[src/rtl/shift_pkg.sv]
// Shared types and constants for the sequential shift/rotate engine.
// Optional feature macro used by shift_seq: SHIFT_EARLY_EXIT_EN.
package shift_pkg;

  localparam int WIDTH  = 16;
  localparam int STAGES = 4;
  localparam int KW     = $clog2(STAGES);
  localparam int AW     = $clog2(WIDTH) + 1;

  typedef enum logic [1:0] {
    OP_ROL = 2'b00,
    OP_SLL = 2'b01,
    OP_ROR = 2'b10,
    OP_SRL = 2'b11
  } op_e;

  typedef enum logic [1:0] {
    ST_IDLE  = 2'b00,
    ST_SHIFT = 2'b01,
    ST_DONE  = 2'b10
  } state_e;

  // Operation parameters latched at accept time.
  typedef struct packed {
    op_e               op;
    logic [STAGES-1:0] cnt;
  } ctrl_t;

endpackage

[src/rtl/shift_stage.sv]
// One binary-weighted shift/rotate stage: moves data by 2^k when enabled,
// otherwise passes it through. Purely combinational.
module shift_stage
  import shift_pkg::*;
(
  input  logic [WIDTH-1:0] data_i,
  input  op_e              op_i,
  input  logic [KW-1:0]    k_i,
  input  logic             en_i,
  output logic [WIDTH-1:0] data_o
);

  logic [AW-1:0] amt;
  logic [AW-1:0] rem;

  always_comb begin
    amt    = AW'(1) << k_i;
    // Rotates are built from the two complementary logical shifts.
    rem    = AW'(WIDTH) - amt;
    data_o = data_i;
    if (en_i) begin
      unique case (op_i)
        OP_ROL: data_o = (data_i << amt) | (data_i >> rem);
        OP_SLL: data_o = data_i << amt;
        OP_ROR: data_o = (data_i >> amt) | (data_i << rem);
        OP_SRL: data_o = data_i >> amt;
        default: data_o = data_i;
      endcase
    end
  end

endmodule

[src/rtl/shift_seq.sv]
// Sequential 16-bit shift/rotate engine with start/busy/done handshake.
// Define SHIFT_EARLY_EXIT_EN to let a zero count skip the shift stages.
module shift_seq
  import shift_pkg::*;
(
  input  logic              clk,
  input  logic              rst,
  input  logic              start,
  input  logic [1:0]        op,
  input  logic [WIDTH-1:0]  in,
  input  logic [STAGES-1:0] bit_cnt,
  output logic              busy,
  output logic              done,
  output logic [WIDTH-1:0]  Out
);

  state_e           state_q, state_d;
  logic [KW-1:0]    k_q, k_d;
  logic [WIDTH-1:0] data_q, data_d;
  ctrl_t            ctrl_q, ctrl_d;
  logic [WIDTH-1:0] stage_out;

  shift_stage u_stage (
    .data_i (data_q),
    .op_i   (ctrl_q.op),
    .k_i    (k_q),
    .en_i   (ctrl_q.cnt[k_q]),
    .data_o (stage_out)
  );

  always_ff @(posedge clk or posedge rst) begin
    if (rst) begin
      state_q <= ST_IDLE;
      k_q     <= '0;
      data_q  <= '0;
      ctrl_q  <= '0;
    end else begin
      state_q <= state_d;
      k_q     <= k_d;
      data_q  <= data_d;
      ctrl_q  <= ctrl_d;
    end
  end

  always_comb begin
    state_d = state_q;
    k_d     = k_q;
    data_d  = data_q;
    ctrl_d  = ctrl_q;
    unique case (state_q)
      ST_IDLE, ST_DONE: begin
        if (start) begin
          data_d     = in;
          ctrl_d.op  = op_e'(op);
          ctrl_d.cnt = bit_cnt;
          k_d        = '0;
`ifdef SHIFT_EARLY_EXIT_EN
          if (bit_cnt == '0) state_d = ST_DONE;
          else               state_d = ST_SHIFT;
`else
          state_d    = ST_SHIFT;
`endif
        end else begin
          state_d = ST_IDLE;
        end
      end
      ST_SHIFT: begin
        // start is deliberately not looked at here; the captured op runs to completion.
        data_d = stage_out;
        k_d    = k_q + 1'b1;
        if (k_q == KW'(STAGES - 1)) state_d = ST_DONE;
      end
      default: state_d = ST_IDLE;
    endcase
  end

  assign busy = (state_q == ST_SHIFT);
  assign done = (state_q == ST_DONE);
  assign Out  = data_q;

endmodule
[config.mk]
export PLATFORM = sky130hd
export DESIGN_NAME = shift_seq
export DESIGN_NICKNAME = d
export VERILOG_FILES = /design/src/rtl/shift_pkg.sv /design/src/rtl/shift_stage.sv /design/src/rtl/shift_seq.sv
export SDC_FILE = /design/constraint.sdc
export NUM_CORES = 1
export LEC_CHECK = 0
export CORE_UTILIZATION = 35
export CTS_BUF_LIST = sky130_fd_sc_hd__clkbuf_16
export DETAILED_ROUTE_END_ITERATION = 6
export GPL_TIMING_DRIVEN = 0
export HOLD_SLACK_MARGIN = 0.08
export PLACE_DENSITY = 0.64
export RECOVER_POWER = 100
export SLEW_MARGIN = 20
export SYNTH_ARGS = -nofsm -noshare
export SYNTH_HDL_FRONTEND = slang
export SYNTH_SLANG_ARGS = --single-unit
[constraint.sdc]
create_clock -name clk -period 7.05 [get_ports clk]
set_clock_uncertainty 0.1 [all_clocks]
set_input_delay 0.705 -clock clk [delete_from_list [all_inputs] [get_ports clk]]
set_output_delay 0.705 -clock clk [all_outputs]
set_load 0.01 [all_outputs]
# Yosys cells after proc, flatten, opt, wreduce, memory -nomap -nowiden
# Cells that the tools add are included.
dict set report word_totals {
  word_cells 42
  reg_bits 26
  output_inout_bits 18
  input_bits 25
}
dict set report op_classes {
  mux 11
  n_shift 5
  n_eq_ne 9
  n_addsub 2
  n_bitwise 2
  magnitude_cmp 1
  n_reduce_logical 7
}
# cell count
set op_table {}
lappend op_table {{$pmux W16 S4} 1}
lappend op_table {{$mux W16} 2}
lappend op_table {{$or A16 B16 Y16} 2}
lappend op_table {{$pmux W16 S2} 1}
lappend op_table {{$shl A16 B5 Y16} 2}
lappend op_table {{$shr A16 B5 Y16} 2}
lappend op_table {{$eq A2 B2 Y1 const B} 4}
lappend op_table {{$pmux W2 S2} 2}
lappend op_table {{$shl A1 B2 Y5 const A} 1}
lappend op_table {{$sub A5 B5 Y5 const A} 1}
lappend op_table {{$eq A2 B1 Y1 const B} 2}
lappend op_table {{$logic_not A2 Y1} 2}
lappend op_table {{$mux W2} 2}
lappend op_table {{$ne A2 B1 Y1 const B} 2}
lappend op_table {{$reduce_and A2 Y1} 2}
lappend op_table {{$lt A2 B3 Y1 const B} 1}
lappend op_table {{$reduce_and A3 Y1} 1}
lappend op_table {{$add A2 B1 Y2 const B} 1}
lappend op_table {{$bmux W1 S2} 1}
lappend op_table {{$mux W1} 2}
lappend op_table {{$ne A2 B2 Y1 const B} 1}
lappend op_table {{$reduce_bool A2 Y1} 1}
lappend op_table {{$reduce_or A2 Y1} 1}

# Logic depth before layout (Yosys ltp)
# Gate-level depths: netlist of the first run.
dict set report depth {
  ltp_word 7
  ltp_mapped 12
  mapped_depth_nobuf 9
}

# Hierarchy
# From an unflattened synthesis of the first run, not the netlist that was laid out.
dict set report hier_totals {
  cells_unflattened 288
  area_unflattened_um2 2756.4
}
# module n_inst seq_area_each_um2 cells_each area_each_um2
set modules_own_cells {}
lappend modules_own_cells {shift_stage 1 0.0 192 1537.7}
lappend modules_own_cells {shift_seq 1 650.6 96 1218.7}

# Worst setup path after synthesis of the first run
# OpenSTA, ideal clock, no wires.
dict set report synth_timing {
  path_kind {register -> register}
  startpoint {register k_q[0]}
  endpoint {register data_q[4] (netlist: Out[4])}
  slack_ns 4.388
  arrival_ns 2.423
  stages_incl_launch_ff 12
  setup_ns 0.138
  n_path_buf 2
  period_less_slack_ns 2.662
  required_time_ns 6.812
  cell_sequence {dfrtp_1 inv_1 ha_1 buf_2 buf_2 inv_1 ha_1 mux4_2 inv_1 o22ai_1 a222oi_1 o21ai_0}
}
dict set report synth_via {
  elab_chain_cells 7
  word_cells_on_any_way 15
  classes_between {add/sub: 1; eq/ne: 1; shift: 5; mux: 5; bitwise: 2; reduce/logical: 1}
}
# element line_no
set synth_rtl {}
lappend synth_rtl {{start: declaration} shift_seq.sv:18} ;# logic [KW-1:0] k_q, k_d;
lappend synth_rtl {{start signal: assignment} shift_seq.sv:39} ;# k_q <= k_d;
lappend synth_rtl {{$shl A1 B2 Y5} shift_stage.sv:17} ;# amt = AW'(1) << k_i;
lappend synth_rtl {{$sub A5 B5 Y5} shift_stage.sv:19} ;# rem = AW'(WIDTH) - amt;
lappend synth_rtl {{$shl A16 B5 Y16 or $shr A16 B5 Y16 (tied branches)} {shift_stage.sv:25, shift_stage.sv:23}}
lappend synth_rtl {{$or A16 B16 Y16 (on tied branches)} {shift_stage.sv:25, shift_stage.sv:23}}
lappend synth_rtl {{$pmux W16 S4} shift_stage.sv:22} ;# unique case (op_i)
lappend synth_rtl {{$mux W16} shift_stage.sv:21} ;# if (en_i) begin
lappend synth_rtl {{$pmux W16 S2} shift_seq.sv:50} ;# unique case (state_q)
lappend synth_rtl {{end signal: assignment} shift_seq.sv:40} ;# data_q <= data_d;
lappend synth_rtl {{end: declaration} shift_seq.sv:19} ;# logic [WIDTH-1:0] data_q, data_d;
# Parallel ways exist; a longest one is shown, timed or not. The select of a mux whose other input is x is not followed.
# A chain may end at the register's enable or synchronous reset.

# Worst setup path after layout of the first run
dict set report layout_timing {
  startpoint {register k_q[1]}
  endpoint {register data_q[6] (netlist: Out[6])}
}
# The elaborated chain is that of the path after synthesis.

==> results of run 1 <==
[area by class of cell]
cell class	count	area, um2
Buffer	37	189
Clock buffer	3	75.1
Sequential cell	26	651
Fill cell	900	4950
Multi-Input combinational cell	282	2300
Clock inverter	1	3.75
Tap cell	108	135
Timing Repair Buffer	41	410
Inverter	12	45.0
[tightest hold or removal path: stages (launching register included)]
cell and delay [ns]:
dfrtp_1 0.35, nand2_1 0.05, nand2_1 0.05
[layout by cell type, fill, tap and decap left out, drive strengths merged, types with 17 or more instances in the layout]
cell type and count:
a21oi 20, o21ai 23, mux2 17, dlygate4sd3 19, mux4 27, clkbuf 26, clkdlybuf4s50 22, mux2i 28
nand2 53, dfrtp 26
[state kept, by name, summed over array words and instances (netlist names)]
name     flops
k_q          2
ctrl_q       6
state_q      2
Out         16
[stage by stage]
stage | setup slack, ns | hold WS (ns) | util [%] | cells
after floorplan | 4.39 | 0.340 | - | 357
after global placement | 3.51 | 0.360 | 42.7 | 506
after detailed placement | 3.58 | 0.363 | 42.7 | 506
after CTS | 3.56 | 0.381 | 43.6 | 510
after global routing | 3.17 | 0.414 | 43.5 | 510
final | 3.39 | 0.378 | 43.5 | 510
[metal layers]
layer  GRT usage [%]  share of wire [%]  up-vias
met5               0                  0        -
met4            11.9                4.9        0
met3            5.18                 11       55
met2            41.9                 42      274
met1            42.6                 42     1693
li1                -                  -     1448
[cells by family (layout without fill, tap and decap cells)]
group                      Yosys count  in the layout
AOI/OAI and AO/OA                   99             99
xor gates and xnor gates             1              1
adders and majority gates            6              6
buffers and inverters               49             94
DFF                                 26             26
muxes                               72             72
and+or+nand+nor                    104            104
[final timing paths]
check / startpoint / end / slack (ns) / cells after the start
worst min-delay path: ctrl_q[2]$_DFFE_PP0P_ / ctrl_q[2]$_DFFE_PP0P_ / 0.38 / 2
max in group asynchronous: rst / ctrl_q[1]$_DFFE_PP0P_ / 5.16 / 2
min in group asynchronous: rst / Out[15]$_DFFE_PP0P_ / 1.04 / 2
worst min register to register: ctrl_q[2]$_DFFE_PP0P_ / ctrl_q[2]$_DFFE_PP0P_ / 0.38 / 2
worst max-delay path: k_q[1]$_DFFE_PP0P_ / Out[6]$_DFFE_PP0P_ / 3.39 / 11
worst max register to register: k_q[1]$_DFFE_PP0P_ / Out[6]$_DFFE_PP0P_ / 3.39 / 11
==> impl_metrics.json, run 1 <==
{
  "status": "finished with violations",
  "violations": "design-rule violations",
  "ys_types": 52,
  "cts_buffers": 3,
  "rows": 34,
  "ios": 43,
  "post-cts-setup-buffer-count": 0,
  "grt_pass1_vias": 3286,
  "crit_chain": "inv_1 > ha_1 > inv_1 > clkbuf_1 > ha_1 > clkbuf_1 > nor3_1 > a21oi_1 > nor2_1 > a222oi_1 > o21ai_0",
  "synth_top_cell_by_area": "dfrtp_1",
  "grt_overflow": 0,
  "relSlewSlack_pct": 27.9,
  "cap_violations": 0,
  "finalHoldViolCount": 0,
  "synth_xor_area_share_pct": 0.274,
  "nets": 434,
  "synth_top_family_by_area": "multiplexers",
  "drt-vias-per-instance": 6.80,
  "worstPathMaxFanout": 10,
  "yosys_register_bits": 26,
  "dp_hpwl_um": 10300,
  "yosysWarningCount": 0,
  "synth-simple-area-share_pct": 14.8,
  "final_cell_area_um2": 3810,
  "place_congestion": 1.01,
  "antenna_left": 0,
  "netlist_area_um2": 3190,
  "wire_per_inst_um": 26.8,
  "cts.sink_count": 26,
  "core_area_um2": 8760,
  "cts_htree_levels": 1,
  "synth_compound_area_share_pct": 20.8,
  "postCtsHoldBufs": 0,
  "grt_max_degree": 27,
  "dr.pass1.iters": 7,
  "clk_pin_slew_worst_paths_ns": 0.07,
  "fin_crit_sh_pct": 51.9,
  "period_needed_ns": 3.66,
  "grt_setup_unrepaired": "false",
  "route.detailed.drc": 1,
  "antenna_found_initial": 0,
  "cts_tree": "built",
  "routed_wirelength_um": 13700,
  "postPlaceCellArea_um2": 3740,
  "endpoint_kind": "register",
  "timing.fmax_mhz": 274,
  "worstSetupStartpointType": "register",
  "synth_top_area_share_pct": 20.4,
  "cp_slowest_cell": "clkbuf_1",
  "yosys-top-cells-area": "dfrtp_1, mux4_2, mux2i_1",
  "die_area_um2": 9510,
  "vias": 3470,
  "synth.avg_cell_area_um2": 8.94,
  "cts_root_buf": "clkbuf_16",
  "slowest_delay_ns": 0.52,
  "grtUsageTotal_pct": 29.0,
  "arrival_ns": 3.69,
  "synth_mux_area_share_pct": 34.1,
  "clk_path_buf_depth": 2,
  "async_flop_share_pct": 100,
  "synthTopCellsByCount": "nand2_1, mux2i_1, dfrtp_1, mux4_2",
  "setup_viol": 0,
  "synth_edf_count": 0,
  "syn_nets": 388,
  "crit_required_ns": 7.09,
  "worst-setup-path-type": "reg -> reg",
  "syn_inst": 357,
  "area_growth_pct": 19.4,
  "initial_core_util_pct": 36.4,
  "report.final.slew_viol_count": 0,
  "yosys_most_used_dff": "dfrtp_1",
  "portBuffers": 41,
  "max_slew.worst_pin.slew_ns": 1.08,
  "drive_above_1_share_pct": 15.9,
  "crit_family": "buffers and inverters",
  "diodes": 0,
  "holdCritPathClass": "reg -> reg",
  "drtIter0Drc": 463,
  "synthAdderAreaFrac_pct": 2.35,
  "clkLatencyLatePin_ns": 0.26,
  "die_y_um": 97.5,
  "die_w_um": 97.5,
  "cp.buffers_inverters": 4,
  "fin_setup_tns_ns": 0,
  "yosys.cell_count.top_type": "nand2_1",
  "post_cts_resized": 0,
  "synth-seq-area-share_pct": 20.4,
  "grt_pass1_wl_um": 20700
}
Power of run 1 is left out: the tool's default activity adds up to more than one toggle a clock period on the data nets, which glitch-free logic cannot reach.
==> run 2, diff against run 1 <==
--- a/config.mk
+++ b/config.mk
@@ -10,7 +10,7 @@
 export DETAILED_ROUTE_END_ITERATION = 6
 export GPL_TIMING_DRIVEN = 0
 export HOLD_SLACK_MARGIN = 0.08
-export PLACE_DENSITY = 0.64
+export PLACE_DENSITY = 0.66
 export RECOVER_POWER = 100
 export SLEW_MARGIN = 20
 export SYNTH_ARGS = -nofsm -noshare
==> constraint.sdc (replaced) <==
create_clock -name clk -period 3.1 [get_ports clk]
set_clock_uncertainty 0.1 [all_clocks]
set_input_delay 0.31 -clock clk [delete_from_list [all_inputs] [get_ports clk]]
set_output_delay 0.31 -clock clk [all_outputs]
set_load 0.01 [all_outputs]
==> run 2 against run 1 <==
Register-to-register slack got worse by 3.3 ns. The run now ends clean. Via count up 0.35%. Utilization increased by 0.20 points. Routed wire length rose by 2.2%. Non-clock buffer count is 1 lower. Count of clock-buffer cells in the layout unchanged. Flip-flop and latch count stayed put. Setup slack got worse by 3.3 ns. Sequential share of layout area decreased by 0.078 points. Critical path type unchanged. Fmax grew 22%. Critical endpoint is now Out[4]$_DFFE_PP0P_. Final area grew 0.46%.
==> impl_metrics.json, run 2 (synthesis results as in run 1) <==
{
  "status": "completed",
  "die_area_um2": 9510,
  "cap_violations": 0,
  "crit_chain": "inv_1 > ha_1 > buf_2 > buf_4 > inv_1 > ha_1 > mux4_2 > inv_1 > o22ai_1 > a222oi_1 > o21ai_0",
  "cts.sink_count": 26,
  "r2r_slack_ns": 0.11,
  "arrival_ns": 3.02,
  "cts_tree": "built",
  "fin_util_pct": 43.7,
  "layout_commonest_cell": "nand2_1",
  "initial_core_util_pct": 36.4,
  "worstSetupStartpointType": "register",
  "area_growth_pct": 20.0,
  "wire_per_inst_um": 27.5,
  "clk_path_buf_depth": 2,
  "largest_register_ffs": 16,
  "ios": 43,
  "grt_pass1_vias": 3502,
  "antenna_left": 0,
  "place_congestion": 0.993,
  "diodes": 0,
  "grt_overflow": 0,
  "slowest_delay_ns": 0.51,
  "crit_required_ns": 3.13,
  "setup_viol": 0,
  "relSlewSlack_pct": 35.4,
  "final_cell_mix": "nand2_1, mux2i_1, dfrtp_1, mux4_2, clkdlybuf4s50_1",
  "dp_hpwl_um": 10100,
  "routed_wirelength_um": 14000,
  "report.final.slew_viol_count": 0,
  "holdCritPathClass": "reg -> reg",
  "antenna_found_initial": 1,
  "max_slew.worst_pin.slew_ns": 0.963,
  "crit_top_cell": "inv_1",
  "fin_setup_tns_ns": 0,
  "postCtsHoldBufs": 0,
  "cp_slowest_cell": "mux4_2",
  "portBuffers": 41,
  "worst-setup-path-type": "reg -> reg",
  "die_y_um": 97.5,
  "worstPathMaxFanout": 10,
  "crit_family": "buffers and inverters",
  "core_area_um2": 8760,
  "timing.fmax_mhz": 334,
  "nets": 433,
  "drt-vias-per-instance": 6.84,
  "dr.pass1.iters": 5,
  "cp.buffers_inverters": 5,
  "rows": 34,
  "cts_root_buf": "clkbuf_16",
  "clkLatencyLatePin_ns": 0.26,
  "grt_max_degree": 27,
  "grtUsageTotal_pct": 29.9,
  "clk_pin_slew_worst_paths_ns": 0.07,
  "fin_crit_sh_pct": 96.5,
  "die_w_um": 97.5,
  "finalHoldViolCount": 0,
  "post-cts-setup-buffer-count": 0,
  "cts_htree_levels": 1,
  "route.detailed.drc": 0,
  "cts_buffers": 3,
  "drive_above_1_share_pct": 17.5,
  "endpoint_kind": "register",
  "vias": 3482,
  "drtIter0Drc": 620,
  "grt_pass1_wl_um": 21600,
  "period_needed_ns": 2.99,
  "grt_setup_unrepaired": "false"
}
==> run 2: cell count changes in the layout (fill, tap and decap cells not counted), sizes merged <==
cell,delta
clkinv,+1
clkbuf,-1
inv,-1
==> run 2: through the flow <==
| step | worst slack [ns] | hold slack [ns] | cell area (um2) | instances |
|---|---|---|---|---|
| final | 0.109 | 0.372 | 3830 | 509 |
| after global routing | 0.00431 | 0.416 | 3830 | 509 |
| after CTS | 0.0965 | 0.375 | 3820 | 509 |
| after floorplan | 0.438 | 0.250 | 3190 | 357 |
| after detailed placement | -0.265 | 0.359 | 3740 | 506 |
| after global placement | -0.295 | 0.355 | 3740 | 506 |
==> run 2: per-layer routing <==
layer | part of all wire, % | up-vias | global-route usage [%]
met5 | 0.086 | - | 0
met4 | 5.1 | 2 | 15.4
met3 | 13 | 68 | 7.41
met2 | 42 | 301 | 42.1
met1 | 40 | 1663 | 41.9
li1 | - | 1448 | -
==> run 2: worst paths after layout <==
kind | from | endpoint | cells past startpoint
min in group asynchronous | rst | state_q[0]$_DFFE_PP0P_ | 2
min | ctrl_q[2]$_DFFE_PP0P_ | ctrl_q[2]$_DFFE_PP0P_ | 2
max reg2reg | k_q[0]$_DFFE_PP0P_ | Out[4]$_DFFE_PP0P_ | 11
max | k_q[0]$_DFFE_PP0P_ | Out[4]$_DFFE_PP0P_ | 11
min reg2reg | ctrl_q[2]$_DFFE_PP0P_ | ctrl_q[2]$_DFFE_PP0P_ | 2
max in group asynchronous | rst | Out[0]$_DFFE_PP0P_ | 2
==> run 2: cell type report <==
cell class / instances / area (um2)
inverters: 12 / 45.0
clock buffers: 3 / 75.1
well taps: 108 / 135
flip-flops and latches: 26 / 651
clock inverters: 1 / 3.75
fillers: 886 / 4930
multi-input cells: 282 / 2320
plain buffers: 36 / 193
repair buffers: 41 / 410
==> run 2: worst reg2reg max path, delay by kind of cell (launching register included) <==
family | cells | cell delay (ns)
DFF | 1 | 0.46
buffers and inverters | 5 | 0.75
muxes | 1 | 0.51
AOI/OAI and AO/OA | 3 | 0.53
adders and majority gates | 2 | 0.51
==> run 2: timing repair <==
item,in CTS,in global routing
cloned,0,0
gates resized for setup,2,4
endpoints found under the setup margin,9,10
Power of run 2 is left out for the same reason.
==> run 3, diff against run 2 <==
--- a/config.mk
+++ b/config.mk
@@ -5,12 +5,12 @@
 export SDC_FILE = /design/constraint.sdc
 export NUM_CORES = 1
 export LEC_CHECK = 0
-export CORE_UTILIZATION = 35
+export CORE_UTILIZATION = 40
 export CTS_BUF_LIST = sky130_fd_sc_hd__clkbuf_16
 export DETAILED_ROUTE_END_ITERATION = 6
 export GPL_TIMING_DRIVEN = 0
 export HOLD_SLACK_MARGIN = 0.08
-export PLACE_DENSITY = 0.66
+export PLACE_DENSITY = 0.73
 export RECOVER_POWER = 100
 export SLEW_MARGIN = 20
 export SYNTH_ARGS = -nofsm -noshare
==> run 3 against run 2 <==
Sequential share of layout area hardly changed. Non-clock buffer count is 2 higher. Via count is 1.9% lower. Fmax is 0.25% higher. Setup slack better by 0.0074 ns. Die area is 12% lower. Routed wire length is 4.7% lower. Count of clock-buffer cells in the layout stayed put. Critical endpoint unchanged. Final cell count is 0.79% lower.
==> impl_metrics.json, run 3 (synthesis results as in run 1) <==
{
  "status": "completed",
  "antenna_left": 0,
  "diodes": 0,
  "arrival_ns": 3.02,
  "crit_chain": "inv_1 > ha_1 > clkbuf_4 > buf_8 > inv_1 > ha_2 > mux4_2 > inv_1 > o22ai_1 > a222oi_1 > o21ai_1",
  "antenna_found_initial": 0,
  "clkLatencyLatePin_ns": 0.27,
  "worstPathMaxFanout": 10,
  "cts_root_buf": "clkbuf_16",
  "portBuffers": 41,
  "wl_met2_um": 5830,
  "drive_above_1_share_pct": 17.6,
  "layout_commonest_cell": "nand2_1",
  "cts_htree_levels": 1,
  "vias": 3417,
  "report.final.slew_viol_count": 0,
  "period_needed_ns": 2.98,
  "place_inst": 500,
  "grtUsageTotal_pct": 33.2,
  "grt_overflow": 0,
  "final_cell_mix": "nand2_1, mux2i_1, mux4_2, dfrtp_1",
  "routed_wirelength_um": 13300,
  "ios": 43,
  "final_cell_area_um2": 3840,
  "crit_required_ns": 3.13,
  "holdCritPathClass": "in -> reg",
  "cts.sink_count": 26,
  "drt-vias-per-instance": 6.77,
  "postPlaceCellArea_um2": 3730,
  "cp_slowest_cell": "mux4_2",
  "grt_pass1_vias": 3354,
  "stdcell_count": 505,
  "grt_setup_unrepaired": "false",
  "largest_register_ffs": 16,
  "die_w_um": 91.3,
  "worstSetupStartpointType": "register",
  "cts_buffers": 3,
  "grt_max_degree": 27,
  "route.detailed.drc": 0,
  "nets": 435,
  "setup_viol": 0,
  "worst-setup-path-type": "reg -> reg",
  "fin_util_pct": 49.6,
  "die_y_um": 91.3,
  "relSlewSlack_pct": 29.3,
  "met3_length_um": 1350,
  "dr.pass1.iters": 5,
  "area_growth_pct": 20.1,
  "wire_per_inst_um": 26.4,
  "initial_core_util_pct": 41.3,
  "dp_hpwl_um": 9960,
  "cap_violations": 0,
  "routed.top_layer": "met4",
  "crit_top_cell": "inv_1",
  "timing.fmax_mhz": 335,
  "postCtsHoldBufs": 0,
  "grt_pass1_wl_um": 20500,
  "slowest_delay_ns": 0.50,
  "die_area_um2": 8340,
  "met1_length_um": 5540,
  "rows": 32,
  "place_congestion": 1.06,
  "max_slew.worst_pin.slew_ns": 1.06,
  "fin_setup_tns_ns": 0,
  "drtIter0Drc": 496,
  "finalHoldViolCount": 0,
  "core_area_um2": 7730,
  "fin_crit_sh_pct": 96.2,
  "clk_path_buf_depth": 2,
  "clk_pin_slew_worst_paths_ns": 0.07,
  "endpoint_kind": "register",
  "cts_tree": "built"
}
[run 3: area by class of cell]
type | instances | area (um2)
Fill cell | 730 | 3890
Multi-Input combinational cell | 282 | 2310
Sequential cell | 26 | 653
Timing Repair Buffer | 43 | 422
Buffer | 36 | 199
Tap cell | 102 | 128
Clock buffer | 3 | 75.1
Inverter | 12 | 45.0
Clock inverter | 1 | 3.75
[run 3: worst max-delay path: cells and delay by family (launching register included)]
| kind | cells | cell delay, ns |
|---|---|---|
| fa+ha+maj | 2 | 0.52 |
| flops | 1 | 0.46 |
| mux | 1 | 0.50 |
| compound gates | 3 | 0.58 |
| buf+inv | 5 | 0.68 |
[run 3: repair_timing]
item                       CTS  global route
setup endpoints to repair   10             2
buffers inserted             0             2
gates resized for setup      3             6
[run 3: per-layer routing]
layer  vias to the layer above  global-route usage [%]
met1                      1640                    46.9
met4                         0                    13.0
met5                         -                       0
met2                       275                    50.4
li1                       1452                       -
met3                        50                    6.03
[run 3: metrics by stage]
step / hold WS [ns] / worst slack (ns)
CTS: 0.376 / 0.0196
floorplan: 0.250 / 0.438
detailed placement: 0.366 / -0.290
global route: 0.406 / 0.0326
global placement: 0.355 / -0.259
finish: 0.382 / 0.116
[run 3: final timing paths]
check | start | to | slack [ns] | cells past startpoint
max | k_q[1]$_DFFE_PP0P_ | Out[4]$_DFFE_PP0P_ | 0.12 | 11
min | start | Out[14]$_DFFE_PP0P_ | 0.38 | 3
max reg2reg | k_q[1]$_DFFE_PP0P_ | Out[4]$_DFFE_PP0P_ | 0.12 | 11
min in group asynchronous | rst | ctrl_q[0]$_DFFE_PP0P_ | 0.64 | 2
min reg2reg | ctrl_q[2]$_DFFE_PP0P_ | ctrl_q[2]$_DFFE_PP0P_ | 0.39 | 2
max in group asynchronous | rst | k_q[0]$_DFFE_PP0P_ | 1.55 | 2
Power of run 3 is left out for the same reason.
